## src/rtl/tv80_pkg.sv

```systemverilog
// Shared constants for the TV80 block-instruction register update sequencer:
// register-pair indices, op bit positions and the sequencer state encoding.
package tv80_pkg;

  localparam logic [1:0] BC_PAIR = 2'd0;
  localparam logic [1:0] DE_PAIR = 2'd1;
  localparam logic [1:0] HL_PAIR = 2'd2;

  // op[OP_DEC]: 1 = decrement HL/DE; op[OP_MOVE]: 1 = move (DE is updated too)
  localparam int OP_DEC  = 0;
  localparam int OP_MOVE = 1;

  typedef enum logic [2:0] {
    IDLE   = 3'd0,
    S_HL   = 3'd1,
    S_DE   = 3'd2,
    S_BC   = 3'd3,
    S_DONE = 3'd4
  } blk_state_t;

endpackage

```

## src/rtl/tv80_blkupd_if.sv

```systemverilog
// Register-file port A as seen by the block update sequencer: address,
// byte write data/enables out, combinational read data back.
interface tv80_blkupd_if;
  logic [2:0] RegAddr;
  logic [7:0] RegDIH;
  logic [7:0] RegDIL;
  logic       RegWEH;
  logic       RegWEL;
  logic [7:0] RegDOH;
  logic [7:0] RegDOL;

  modport master (output RegAddr, RegDIH, RegDIL, RegWEH, RegWEL,
                  input  RegDOH, RegDOL);
  modport slave  (input  RegAddr, RegDIH, RegDIL, RegWEH, RegWEL,
                  output RegDOH, RegDOL);
endinterface

```

## src/rtl/tv80_inc16.sv

```systemverilog
// 16-bit modulo +/-1 unit; shared by every register-pair update state.
module tv80_inc16 (
  input  logic [15:0] a,
  input  logic        dec,
  output logic [15:0] y
);
  assign y = dec ? (a - 16'd1) : (a + 16'd1);
endmodule

```

## src/rtl/tv80_blkupd.sv

```systemverilog
// Block instruction register-pair sequencer: read-modify-write of HL, DE
// (move ops only) and BC through register-file port A, one pair per cycle.
module tv80_blkupd
  import tv80_pkg::*;
#(
  parameter logic [1:0] BC_IDX = BC_PAIR,
  parameter logic [1:0] DE_IDX = DE_PAIR,
  parameter logic [1:0] HL_IDX = HL_PAIR
) (
  input  logic        clk,
  input  logic        reset,
  input  logic        cen,
  input  logic        start,
  input  logic [1:0]  op,
  input  logic        alt,
  output logic        busy,
  output logic        done,
  output logic        bc_nz,
  output logic [15:0] hl_q,
  output logic [15:0] de_q,
  tv80_blkupd_if.master rf
);

  blk_state_t  state_q, state_d;
  logic [1:0]  op_q, op_d;
  logic        alt_q, alt_d;
  logic        bc_nz_q, bc_nz_d;
  logic [15:0] hl_d, de_d;

  logic [1:0]  pair;
  logic        dir_dec;
  logic        we;
  logic [15:0] rd_val;
  logic [15:0] upd_val;

  assign rd_val = {rf.RegDOH, rf.RegDOL};

  tv80_inc16 u_inc16 (
    .a   (rd_val),
    .dec (dir_dec),
    .y   (upd_val)
  );

  always_ff @(posedge clk or posedge reset) begin
    if (reset) begin
      state_q <= IDLE;
      op_q    <= 2'd0;
      alt_q   <= 1'b0;
      bc_nz_q <= 1'b0;
      hl_q    <= 16'd0;
      de_q    <= 16'd0;
    end else if (cen) begin
      state_q <= state_d;
      op_q    <= op_d;
      alt_q   <= alt_d;
      bc_nz_q <= bc_nz_d;
      hl_q    <= hl_d;
      de_q    <= de_d;
    end
  end

  // The register file commits the write on the same enabled edge that
  // advances the state, so each update state lasts exactly one enabled cycle.
  always_comb begin
    state_d = state_q;
    op_d    = op_q;
    alt_d   = alt_q;
    bc_nz_d = bc_nz_q;
    hl_d    = hl_q;
    de_d    = de_q;
    pair    = BC_IDX;
    dir_dec = 1'b1;
    we      = 1'b0;
    unique case (state_q)
      IDLE: begin
        if (start) begin
          op_d    = op;
          alt_d   = alt;
          state_d = S_HL;
        end
      end
      S_HL: begin
        pair    = HL_IDX;
        dir_dec = op_q[OP_DEC];
        we      = 1'b1;
        hl_d    = rd_val;
        state_d = op_q[OP_MOVE] ? S_DE : S_BC;
      end
      S_DE: begin
        pair    = DE_IDX;
        dir_dec = op_q[OP_DEC];
        we      = 1'b1;
        de_d    = rd_val;
        state_d = S_BC;
      end
      S_BC: begin
        pair    = BC_IDX;
        dir_dec = 1'b1;
        we      = 1'b1;
        bc_nz_d = (upd_val != 16'd0);
        state_d = S_DONE;
      end
      S_DONE: begin
        state_d = IDLE;
      end
      default: begin
        state_d = IDLE;
      end
    endcase
  end

  assign rf.RegAddr = we ? {alt_q, pair} : 3'd0;
  assign rf.RegDIH  = we ? upd_val[15:8] : 8'd0;
  assign rf.RegDIL  = we ? upd_val[7:0]  : 8'd0;
  assign rf.RegWEH  = we;
  assign rf.RegWEL  = we;

  assign busy  = (state_q != IDLE);
  assign done  = (state_q == S_DONE);
  assign bc_nz = bc_nz_q;

endmodule

```

## src/flat_wrapper.sv

```systemverilog
// flat-port wrapper written by rule: the top's interface ports become plain ports
module tv80_blkupd_flat import tv80_pkg::*;
#(
  parameter logic [1:0] BC_IDX = BC_PAIR,
  parameter logic [1:0] DE_IDX = DE_PAIR,
  parameter logic [1:0] HL_IDX = HL_PAIR
)
  (clk, reset, cen, start, op, alt, busy, done, bc_nz, hl_q, de_q, rf_RegAddr, rf_RegDIH, rf_RegDIL, rf_RegWEH, rf_RegWEL, rf_RegDOH, rf_RegDOL);
  tv80_blkupd_if rf_i ();
  input  logic clk;
  input  logic reset;
  input  logic cen;
  input  logic start;
  input  logic [1:0] op;
  input  logic alt;
  output logic busy;
  output logic done;
  output logic bc_nz;
  output logic [15:0] hl_q;
  output logic [15:0] de_q;
  output wire logic [$bits(rf_i.RegAddr)-1:0] rf_RegAddr;
  output wire logic [$bits(rf_i.RegDIH)-1:0] rf_RegDIH;
  output wire logic [$bits(rf_i.RegDIL)-1:0] rf_RegDIL;
  output wire logic [$bits(rf_i.RegWEH)-1:0] rf_RegWEH;
  output wire logic [$bits(rf_i.RegWEL)-1:0] rf_RegWEL;
  input wire logic [$bits(rf_i.RegDOH)-1:0] rf_RegDOH;
  input wire logic [$bits(rf_i.RegDOL)-1:0] rf_RegDOL;
  assign rf_RegAddr = rf_i.RegAddr;
  assign rf_RegDIH = rf_i.RegDIH;
  assign rf_RegDIL = rf_i.RegDIL;
  assign rf_RegWEH = rf_i.RegWEH;
  assign rf_RegWEL = rf_i.RegWEL;
  assign rf_i.RegDOH = rf_RegDOH;
  assign rf_i.RegDOL = rf_RegDOL;
  tv80_blkupd #(.BC_IDX(BC_IDX), .DE_IDX(DE_IDX), .HL_IDX(HL_IDX)) u_core (.clk(clk), .reset(reset), .cen(cen), .start(start), .op(op), .alt(alt), .busy(busy), .done(done), .bc_nz(bc_nz), .hl_q(hl_q), .de_q(de_q), .rf(rf_i));
endmodule
```

## config.mk

```make
export PLATFORM = sky130hd
export DESIGN_NAME = tv80_blkupd_flat
export DESIGN_NICKNAME = d
export VERILOG_FILES = /design/src/rtl/tv80_pkg.sv /design/src/rtl/tv80_blkupd_if.sv /design/src/rtl/tv80_inc16.sv /design/src/rtl/tv80_blkupd.sv /design/src/flat_wrapper.sv
export SDC_FILE = /design/constraint.sdc
export NUM_CORES = 1
export LEC_CHECK = 0
export BUFFER_PORTS_ARGS = -buffer_cell sky130_fd_sc_hd__buf_2
export CORE_UTILIZATION = 51
export DETAILED_ROUTE_END_ITERATION = 8
export GPL_TIMING_DRIVEN = 0
export PLACE_DENSITY = 0.87
export SYNTH_ARGS = -nofsm -noshare
export SYNTH_HDL_FRONTEND = slang
export SYNTH_SLANG_ARGS = --single-unit
```

## constraint.sdc

```tcl
create_clock -name clk -period 7.5 [get_ports clk]
set_input_delay 0 -clock clk [delete_from_list [all_inputs] [get_ports clk]]
set_output_delay 0 -clock clk [all_outputs]
set_load 0.01 [all_outputs]
```

After elaboration in Yosys (flattened, before gate mapping)
Index checks and enable logic that the tools add are counted.

Register bits after elaboration: 39. Output and inout bits: 56.

Add/sub/neg operators: 2. Equality and inequality tests: 5. Multiplexer cells: 10. Reductions and logical operators: 10.

Operators by type and width (count): $add A16 B1 Y16 const B (1); $mux W16 (1); $mux W8 (2); $reduce_bool A16 Y1 (1); $sub A16 B1 Y16 const B (1); $pmux W3 S4 (1); $reduce_and A2 Y1 (4); $eq A3 B2 Y1 const B (2); $mux W3 (2); $pmux W2 S2 (1); $eq A3 B1 Y1 const B (1); $eq A3 B3 Y1 const B (1); $logic_not A3 Y1 (1); $mux W1 (3); $reduce_and A3 Y1 (1); $reduce_bool A3 Y1 (1); $reduce_or A3 Y1 (1); $ne A2 B2 Y1 const B (1); $reduce_or A2 Y1 (1).

Logic depth before layout (Yosys ltp)
Gate-level depths: netlist (run 1).

Depth after elaboration: 5. Mapped depth: 14.

By module
From an unflattened synthesis (run 1), not the netlist that was laid out.

Cell total of the unflattened synthesis: 229. Area total of the unflattened synthesis: 2557.5 um^2.

By module, submodules not included: tv80_blkupd (times used 1, cells an instance 128, area an instance 1820.5 um^2, sequential area each 975.9 um^2); tv80_inc16 (times used 1, cells an instance 101, area an instance 737.0 um^2, sequential area each 0.0 um^2).

Worst setup path after synthesis (run 1)
Ideal clock, no wire load.

Path kind: reg2reg. Start point: register u_core.state_q[1]. End point: register u_core.bc_nz_q, in the netlist u_core.bc_nz. Setup time: 0.140 ns. Arrival time: 3.108 ns. Path slack: 4.252 ns. Cell stages (with the launch flop): 14. Buffers on the path: 1. Period minus slack after synthesis: 3.248 ns. Cells stage by stage: dfrtp_1 buf_2 nor3b_1 o21ba_2 inv_1 ha_1 nor2b_1 o31a_2 o211ai_1 nand2b_1 a21oi_1 xor2_1 and4_1 a41oi_2.

Cells in the longest elaborated chain, start to end: 5. Elaborated cells between the ends (all ways): 8.

RTL lines: start: declaration (line tv80_blkupd.sv:24) `blk_state_t state_q, state_d;`; start signal: assignment (line tv80_blkupd.sv:53) `state_q <= state_d;`; $eq A3 B1 Y1 / $eq A3 B2 Y1 (equally long branches) (line tv80_blkupd.sv:74) `unique case (state_q)`; $reduce_or A2 Y1 (no source line); $mux W1 (line tv80_blkupd.sv:74); $mux W16 (line tv80_inc16.sv:7) `assign y = dec ? (a - 16'd1) : (a + 16'd1);`; $reduce_bool A16 Y1 (line tv80_blkupd.sv:100) `bc_nz_d = (upd_val != 16'd0);`; end signal: assignment (line tv80_blkupd.sv:56) `bc_nz_q <= bc_nz_d;`; end: declaration (line tv80_blkupd.sv:27) `logic bc_nz_q, bc_nz_d;`.

Parallel ways exist; a longest one is shown, timed or not. A chain may end at the register's enable or synchronous reset.

Worst setup path in the final report (run 1)
Start point: register u_core.state_q[1]. End point: output rf_RegDIH[5].

Cells in the longest elaborated chain, start to end: 5. Elaborated cells between the ends (all ways): 9.

RTL lines: $eq A3 B1 Y1 / $eq A3 B2 Y1 (equally long branches) (line tv80_blkupd.sv:74); $reduce_or A2 Y1 (no source line); $mux W1 (line tv80_blkupd.sv:74); $mux W16 (line tv80_inc16.sv:7); $mux W8 * (line tv80_blkupd.sv:113) `assign rf.RegDIH = we ? upd_val[15:8] : 8'd0;`; end: declaration (line flat_wrapper.sv:22) `output wire logic [$bits(rf_i.RegDIH)-1:0] rf_RegDIH;`.

Every way passes the cells marked *; elsewhere a longest branch is shown, timed or not.

==> run_results.csv, run 1 <==
group,metric,value,unit
placement,placed_cell_area,0.00294,mm^2
clocking,cts_resized,0,
placement,dp_hpwl,4560,um
sta,fin_crit_sh,52.1,%
die,core.rowCount,25,
sta,maxSlewHeadroom,44.1,%
detailed_routing,viasPerCell,5.65,
power,internal-power,0.975,mW
detailed_routing,postRouteAntennaNets,0,
clocking,clock_latency,0.29,ns
yosys,synthFlopType,"dfrtp_1",
sta,slew_viol_final,0,
yosys,synth_compound_area_share,15.0,%
clocking,ctsHoldBuffers,15,
yosys,synth_top_area_share,39.3,%
yosys,synth.ff_latch_count,39,
cells_and_area,nNetsFinal,379,
yosys,ys_warn_count,0,
cells_and_area,fin_area,0.00322,mm^2
detailed_routing,drc,0,
yosys,syn-cell-area,0.00248,mm^2
yosys,synth_top_area_cell,"dfrtp_1",
sta,clock.fmax,256,MHz
die,die_w,71.8,um
power,power_frac_seq,20.6,%
clocking,htreeDepth,2,
cells_and_area,n_antenna_cell,0,
power,p_sw,0.822,mW
global_routing,grt_pass1_vias,2187,
detailed_routing,via_count,2214,
yosys,yosys-mux-area-fraction,16.3,%
die,core_area,0.00469,mm^2
yosys,synth_area_leaders,"dfrtp_1 (39%), mux2_2 (16%), ha_1 (9.1%)",
power,combPwrFrac,68.1,%
power,power_density,558,mW/mm^2
sta,clock-skew-final,0.00986,ns
yosys,synth_xor_area_share,4.24,%
sta,worst_pin_slew,0.834,ns
critical_path,cp_data_arrival_time,3.91,ns
detailed_routing,wl,6340,um
min_path,holdCritPathClass,"input pin to register",
sta,hold_viol,2,
yosys,async_reset_ff_share,100,%
global_routing,grt_max_degree,40,
clocking,cts_root_buffer,"clkbuf_8",
clocking,numCtsBuffers,5,
sta,period_minus_slack,3.91,ns
global_routing,track_usage,25.9,%
yosys,synth_fa_ha_area_share,9.88,%
die,fp.dieArea,0.00515,mm^2
cells_and_area,drive_above_1_share,40.8,%
run,maxCapViolations,0,
critical_path,start_kind,"register",
yosys,synth.avg_cell_area,10.5,um^2
power,power,1.80,mW
clocking,cts_tree,"done",
die,pin_count,79,
power,power.share.switching,45.8,%
critical_path,crit_required,7.50,ns
power,power.share.clock,11.4,%
yosys,synthCells,237,
critical_path,end_kind,"output port",
outcome,status,"finished with violations",
global_routing,antenna_found_initial,0,
die,die_h,71.8,um
placement,portBuffers,78,
power,p_leak,1.56,nW
placement,place.gp.congestion,0.878,
detailed_routing,wire_per_inst,16.2,um
global_routing,grt_pass1_wl,10200,um
critical_path,crit_fanout,17,
sta,tns,0,ns
yosys,synth_nets,279,
sta,holdWs,-0.00534,ns
detailed_routing,drt_iter0_markers,70,
yosys,yosys.area_share.simple,12.2,%
clocking,clk_pin_slew_worst_paths,0.08,ns
cells_and_area,area_delta_synth_final,29.9,%
power,vdd_drop_max,0.000350,V
detailed_routing,firstDrtPassIters,4,
outcome,violations,"negative hold slack",
yosys,synth_top_family_by_area,"multiplexers",
clocking,cts_setup_buffers,0,
clocking,cts_buffer_depth,2,
sta,rsz0062_at_grt,"false",
critical_path,path_class,"register to output port",
clocking,clock_sinks,39,
cells_and_area,final_common_cell,"buf_2",
yosys,synth.distinct_cells,45,
cells_and_area,final_cell_mix,"buf_2 (81), dfrtp_1 (39), mux2_2 (36), nor2_1 (22), ha_1 (18)",
yosys,yosysSeqAreaShare,39.3,%
die,initial_core_util,52.9,%
global_routing,grt_overflow,0,
sta,setup_violations,0,
yosys,synth_edf_count,0,
-- cells by family (layout without fill, tap and decap cells) --
logic type / after synthesis / in the layout
multiplexers: 36 / 36
XOR/XNOR: 12 / 12
adder cells (fa/ha/maj): 19 / 19
AO/OA/AOI/OAI: 53 / 53
flip-flops: 39 / 39
AND/OR/NAND/NOR: 61 / 61
buffers and inverters: 17 / 118
-- path summary, 6_finish.rpt --
path | slack, ns | cells past startpoint | to | from
worst min register to register | 0.50 | 1 | u_core.hl_q[15] | u_core.hl_q[15]
max in group asynchronous | 6.61 | 3 | u_core.hl_q[5] | reset
min in group asynchronous | 0.39 | 3 | u_core.hl_q[13] | reset
worst min-delay path | -0.005 | 2 | u_core.de_q[14] | rf_RegDOH[6]
worst max-delay path | 3.59 | 14 | rf_RegDIH[5] | u_core.state_q[1]
worst max register to register | 3.78 | 13 | u_core.bc_nz | u_core.state_q[1]
-- critical path, stage by stage, from the launching register on --
cell and delay, ns:
dfrtp_1 0.38, buf_2 0.17, nor3b_1 0.39, o21ba_2 0.24
inv_1 0.29, ha_1 0.50, a21oi_1 0.29, o211ai_1 0.13
o21ai_0 0.16, o31ai_4 0.16, a21o_2 0.24, a21oi_1 0.18
xor2_1 0.25, nor2_1 0.07, buf_2 0.16
-- power by group through the flow --
stage | sequential, mW | combinational (mW) | clock (mW)
2_1_floorplan | 0.410 | 0.778 | 0
3_3_place_gp | 0.364 | 1.16 | 0
3_5_place_dp | 0.371 | 1.19 | 0
4_1_cts | 0.368 | 1.21 | 0.206
5_1_grt | 0.381 | 1.34 | 0.216
6_report | 0.370 | 1.22 | 0.204
-- layer usage --
metal | vias up | routed length [um] | track usage, %
met3 | 28 | 410 | 6.33
met5 | - | 0 | 0
met4 | 0 | 194 | 11.8
met2 | 109 | 3080 | 42.7
met1 | 1025 | 2650 | 32.1
li1 | 1052 | - | -
-- stage by stage --
step	hold slack [ns]	utilization, %	instances	worst slack, ns
final	-0.00534	68.7	392	3.59
after global routing	0.000124	68.7	392	3.34
after CTS	0.000707	68.7	392	3.63
after detailed placement	0.187	62.6	369	3.86
after global placement	0.235	62.6	369	3.99
after floorplan	0.0475	-	237	4.25
-- cells in the mapped netlist (3+ instances only) --
master    number
a21o_1         4
a21oi_1       16
and2_1         3
buf_2          3
clkbuf_1       4
dfrtp_1       39
ha_1          18
inv_1          8
mux2_2        36
nand2_1       13
nand2b_1       4
nand4_1        3
nor2_1        22
nor3_1         5
o211ai_1       3
o21ai_0        9
xnor2_1        3
xor2_1         9
-- flip-flops by register name, indices dropped and copies added, names as in the netlist --
signal / flops
u_core.alt_q: 1
u_core.de_q: 16
u_core.hl_q: 16
u_core.bc_nz: 1
u_core.op_q: 2
u_core.state_q: 3
-- cell type report --
class	count	area, um^2
Sequential cell	39	976
Multi-Input combinational cell	181	1430
Inverter	8	30.0
Timing Repair Buffer	93	541
Clock inverter	2	60.1
Fill cell	368	1470
Buffer	9	45.0
Tap cell	54	67.6
Clock buffer	6	72.6
No activity file was read; power rests on OpenSTA's default activity.
==> run 2: changes to the inputs <==
Clock period 7.5 ns to 3.8 ns, I/O delays scaled along.
==> run 2 against run 1 <==
  * The flow now finishes without violations
  * Worst setup slack got worse by 3.4 ns
  * Register-to-register slack got worse by 3.4 ns
  * Worst hold slack improved by 0.0080 ns
  * Combinational power increased by 100%
  * Count of clock-buffer cells in the layout unchanged
  * Cell area increased by 1.7%
  * Largest cell class unchanged
==> run_results.csv, run 2 (synthesis results as in run 1) <==
group,metric,value,unit
global_routing,track_usage,25.8,%
detailed_routing,via_count,2248,
critical_path,cp_cell_sequence,"buf_2, nor3b_2, o21ba_2, clkinvlp_4, buf_4, ha_1, a21oi_1, nand2_1, o211ai_1, a21oi_1, a21oi_1, xor2_1, nor2_1, buf_2",
clocking,htreeDepth,2,
critical_path,cp_data_arrival_time,3.61,ns
sta,fin_crit_sh,95.0,%
min_path,min-delay-start,"rf_RegDOH[6]",
clocking,numCtsBuffers,5,
power,p_leak,1.58,nW
sta,worst_pin_slew,0.781,ns
cells_and_area,drive_above_1_share,42.4,%
sta,tns,0,ns
critical_path,path_class,"register to output port",
die,pin_count,79,
placement,place.gp.congestion,0.878,
cells_and_area,area_delta_synth_final,32.1,%
sta,rsz0062_at_grt,"false",
global_routing,grt_overflow,0,
die,die_w,71.8,um
sta,maxSlewHeadroom,47.6,%
clocking,cts_buffer_depth,2,
critical_path,crit_path_max_incr_delay,0.38,ns
critical_path,crit_fanout,9,
detailed_routing,drc,0,
critical_path,path_delay_family,"compound AO/OA/AOI/OAI gates",
critical_path,cp_num_buf_inv,4,
critical_path,crit_top_cell,"a21oi_1",
cells_and_area,nNetsFinal,383,
die,core.rowCount,25,
sta,clock.fmax,277,MHz
power,power,3.63,mW
detailed_routing,firstDrtPassIters,4,
detailed_routing,wire_per_inst,16.2,um
sta,period_minus_slack,3.61,ns
cells_and_area,n_antenna_cell,0,
placement,dp_hpwl,4560,um
die,core_area,0.00469,mm^2
outcome,status,"finished clean",
clocking,clock_latency,0.29,ns
die,initial_core_util,52.9,%
critical_path,crit_required,3.80,ns
clocking,cts_root_buffer,"clkbuf_8",
global_routing,grt_max_degree,40,
die,die_h,71.8,um
critical_path,slowest_stage,"dfrtp_1",
die,fp.dieArea,0.00515,mm^2
sta,slew_viol_final,0,
critical_path,end_kind,"output port",
cells_and_area,final_cell_mix,"buf_2 (81), dfrtp_1 (39), mux2_2 (36), nor2_1 (22), ha_1 (18)",
power,power_density,1110,mW/mm^2
detailed_routing,viasPerCell,5.68,
clocking,clk_pin_slew_worst_paths,0.08,ns
detailed_routing,postRouteAntennaNets,0,
clocking,clock_sinks,39,
placement,portBuffers,78,
run,maxCapViolations,0,
cells_and_area,top_regs,"u_core.de_q x16, u_core.hl_q x16, u_core.state_q x3",
clocking,cts_tree,"done",
global_routing,grt_pass1_wl,10100,um
critical_path,critPathLaunch,"u_core.state_q[1]",
min_path,holdCritPathClass,"input pin to register",
global_routing,grt_pass1_vias,2189,
critical_path,start_kind,"register",
sta,setup_violations,0,
cells_and_area,final_common_cell,"buf_2",
power,vdd_drop_max,0.000691,V
sta,hold_viol,0,
critical_path,r2r_slack,0.34,ns
detailed_routing,drt_iter0_markers,81,
critical_path,r2r_start,"u_core.state_q[1]",
global_routing,antenna_found_initial,0,
sta,clock-skew-final,0.00803,ns
detailed_routing,wl,6400,um
==> run 2: cell count changes in the layout (fill, tap and decap cells not counted), sizes merged <==
cell	change
clkinvlp	+1
buf	+4
inv	-1
==> run 2: layout make-up <==
type | instances | area [um^2]
fill | 363 | 1420
multi-input combinational | 181 | 1440
tap | 54 | 67.6
clock inverter | 2 | 60.1
timing repair buffer | 97 | 583
clock buffer | 6 | 72.6
sequential | 39 | 976
inverter | 8 | 33.8
buffer | 9 | 45.0
==> run 2: final timing paths <==
kind / endpoint / cells after the start
min in group asynchronous: u_core.hl_q[13] / 3
max: rf_RegDIH[6] / 14
max in group asynchronous: u_core.hl_q[5] / 3
min reg2reg: u_core.hl_q[15] / 1
max reg2reg: u_core.bc_nz / 13
min: u_core.de_q[14] / 2
==> run 2: repair_timing <==
action / in CTS / in global routing
gates resized for setup: 1 / 2
pin swaps: 0 / 0
setup endpoints to repair: 1 / 5
endpoints found under the hold margin: 61 / 0
setup buffers: 0 / 4
hold buffers: 15 / 0
==> run 2: per-layer routing <==
metal | wire (um) | global-route usage (%) | up-vias
met5 | 0 | 0 | -
met4 | 168 | 11.8 | 0
met3 | 414 | 6.33 | 21
met2 | 3190 | 42.6 | 112
met1 | 2630 | 32.0 | 1061
li1 | - | - | 1054
==> run 2: per-stage QoR <==
stage | instances | utilization (%) | area (um^2) | setup slack, ns | hold WS [ns]
2_1_floorplan | 237 | - | 2480 | 0.552 | 0.0475
3_3_place_gp | 369 | 62.6 | 2940 | 0.286 | 0.235
3_5_place_dp | 369 | 62.6 | 2940 | 0.156 | 0.187
4_1_cts | 392 | 68.8 | 3230 | 0.0282 | 0.000707
5_1_grt | 396 | 69.8 | 3280 | 0.00178 | 0.000124
6_report | 396 | 69.8 | 3280 | 0.190 | 0.00270
==> run 2: power breakdown <==
part           internal, mW  leakage [nW]  switching (mW)  total (mW)
Combinational          1.10          1.06            1.40        2.50
Sequential            0.623         0.462           0.106       0.729
Clock                 0.262        0.0654           0.140       0.403
Total                  1.99          1.58            1.65        3.63
==> run 3: changes to the inputs <==
Settings changed: GPL_TIMING_DRIVEN 0 to unset.
==> run 3 against run 2 <==
  * Cell count decreased by 0.76%
  * Maximum frequency decreased by 2.3%
  * First-iteration DRC count grew 14%
  * Global-route usage shrank 1.6 points
  * Register-to-register slack worse by 0.05 ns
==> run_results.csv, run 3 (synthesis results as in run 1) <==
group,metric,value,unit
outcome,status,"finished clean",
sta,clock-skew-final,0.00626,ns
cells_and_area,fin_util,68.5,%
cells_and_area,nNetsFinal,380,
cells_and_area,drive_above_1_share,41.6,%
sta,period_minus_slack,3.70,ns
clocking,cts_tree,"done",
power,power_density,1080,mW/mm^2
detailed_routing,via_count,2222,
die,fp.dieArea,0.00515,mm^2
detailed_routing,postRouteAntennaNets,0,
cells_and_area,final_common_cell,"buf_2",
placement,dp_hpwl,4590,um
cells_and_area,fin_area,0.00321,mm^2
global_routing,antenna_found_initial,0,
global_routing,grt_pass1_vias,2046,
cells_and_area,n_antenna_cell,0,
critical_path,cp.depth,13,
critical_path,start_kind,"register",
critical_path,r2r_start,"u_core.state_q[0]",
global_routing,grt_pass1_wl,9470,um
critical_path,crit_required,3.80,ns
clocking,cts_buffer_depth,2,
critical_path,r2r_cells,13,
critical_path,end_kind,"output port",
clocking,clock_latency,0.29,ns
sta,hold_viol,0,
die,initial_core_util,52.9,%
critical_path,r2r_slack,0.29,ns
clocking,cts_root_buffer,"clkbuf_8",
die,die_h,71.8,um
detailed_routing,wl,6340,um
cells_and_area,area_delta_synth_final,29.5,%
sta,fin_crit_sh,97.3,%
placement,portBuffers,78,
critical_path,rr_endpoint,"u_core.bc_nz",
cells_and_area,top_regs,"u_core.de_q x16, u_core.hl_q x16, u_core.state_q x3",
critical_path,path_class,"register to output port",
placement,placed_cells_incl_taps,362,
global_routing,track_usage,24.2,%
sta,setup_violations,0,
critical_path,crit_path_max_incr_delay,0.49,ns
critical_path,cp_data_arrival_time,3.70,ns
detailed_routing,drt_iter0_markers,92,
critical_path,critPathLaunch,"u_core.state_q[0]",
critical_path,endpoint,"rf_RegDIH[5]",
critical_path,cp_cell_sequence,"nor3b_1, o21ba_2, clkinvlp_4, ha_1, a211oi_2, o21bai_2, a21oi_2, o31ai_4, a21o_2, a21oi_1, xor2_1, nor2_1, buf_2",
placement,placed_cell_area,0.00291,mm^2
sta,slew_viol_final,0,
power,vdd_drop_max,0.000547,V
detailed_routing,viasPerCell,5.65,
die,core.rowCount,25,
critical_path,crit_fanout,10,
critical_path,cp_num_buf_inv,2,
sta,maxSlewHeadroom,45.0,%
detailed_routing,firstDrtPassIters,4,
critical_path,path_delay_family,"compound AO/OA/AOI/OAI gates",
sta,clock.fmax,271,MHz
detailed_routing,wire_per_inst,16.1,um
clocking,clock_sinks,39,
min_path,holdCritPathClass,"input pin to register",
cells_and_area,n_fill_cell,359,
cells_and_area,final_cells,393,
sta,worst_pin_slew,0.824,ns
detailed_routing,drc,0,
die,pin_count,79,
power,p_leak,1.55,nW
global_routing,grt_max_degree,40,
die,die_w,71.8,um
clocking,numCtsBuffers,5,
die,core_area,0.00469,mm^2
placement,place.gp.congestion,1.00,
cells_and_area,final_cell_mix,"buf_2 (78), dfrtp_1 (39), mux2_2 (36), nor2_1 (22), ha_1 (18)",
clocking,htreeDepth,2,
critical_path,slowest_stage,"dfrtp_1",
run,maxCapViolations,0,
clocking,clk_pin_slew_worst_paths,0.08,ns
global_routing,grt_overflow,0,
## run 3: cell count changes in the layout (fill, tap and decap cells not counted), sizes merged
cell	previous run	this run
clkbuf	10	6
bufinv	2	0
dlygate4sd3	15	17
buf	87	86
clkinv	0	1
clkinvlp	1	2
## run 3: worst register-to-register path, stage by stage, from the launching register on
cell and delay [ns]:
dfrtp_1 0.49, nor3b_1 0.38, o21ba_2 0.26, clkinvlp_4 0.22, buf_4 0.19, ha_1 0.32, o211a_1 0.27, o31a_2 0.14
o211ai_1 0.30, nand2b_1 0.09, a21oi_1 0.17, xor2_1 0.21, and4_1 0.22, a41oi_2 0.12
## run 3: layout make-up
type                            count  area, um^2  share of cell area (%)
Tap cell                           54        67.6                    2.10
Inverter                            8        33.8                    1.05
Clock inverter                      2        12.5                   0.389
Clock buffer                        6        72.6                    2.26
Timing Repair Buffer              103         621                    19.3
Multi-Input combinational cell    181        1430                    44.5
Sequential cell                    39         976                    30.4
## run 3: worst min path at each step
stage                 endpoint  cells after the start         start  slack (ns)
3_3_place_gp   u_core.hl_q[13]                      3         reset        0.13
6_report        u_core.hl_q[7]                      2  rf_RegDOL[7]       0.002
4_1_cts        u_core.de_q[10]                      2  rf_RegDOH[2]       0.001
3_5_place_dp   u_core.hl_q[14]                      3         reset        0.14
2_1_floorplan     rf_RegDIL[0]                      1  rf_RegDOL[0]        0.05
5_1_grt         u_core.hl_q[1]                      2  rf_RegDOL[1]       0.005
## run 3: what timing repair did
| action | in CTS | in global routing |
|---|---|---|
| gates resized for setup | 0 | 1 |
| setup buffers | 0 | 6 |
| endpoints found under the hold margin | 63 | 2 |
| endpoints found under the setup margin | 0 | 3 |
| hold buffers | 16 | 1 |
## run 3: metal layers
layer	global-route usage (%)	routed length (um)
met4	10.5	155
met3	5.06	329
met2	42.1	3220
met1	28.8	2640
met5	0	0
## run 3: through the flow
stage                     power [mW]  hold WS, ns  setup slack, ns  setup TNS [ns]
final                           3.46      0.00242            0.104               0
after global routing            3.72      0.00511          -0.0260         -0.0552
after CTS                       3.37      0.00121           0.0234               0
after detailed placement        3.07        0.136            0.283               0
after global placement          2.99        0.130            0.450               0
after floorplan                 2.35       0.0475            0.552               0
## run 3: power breakdown
part / internal (mW) / switching (mW)
combinational: 1.08 / 1.35
clock: 0.128 / 0.150
sequential: 0.623 / 0.122
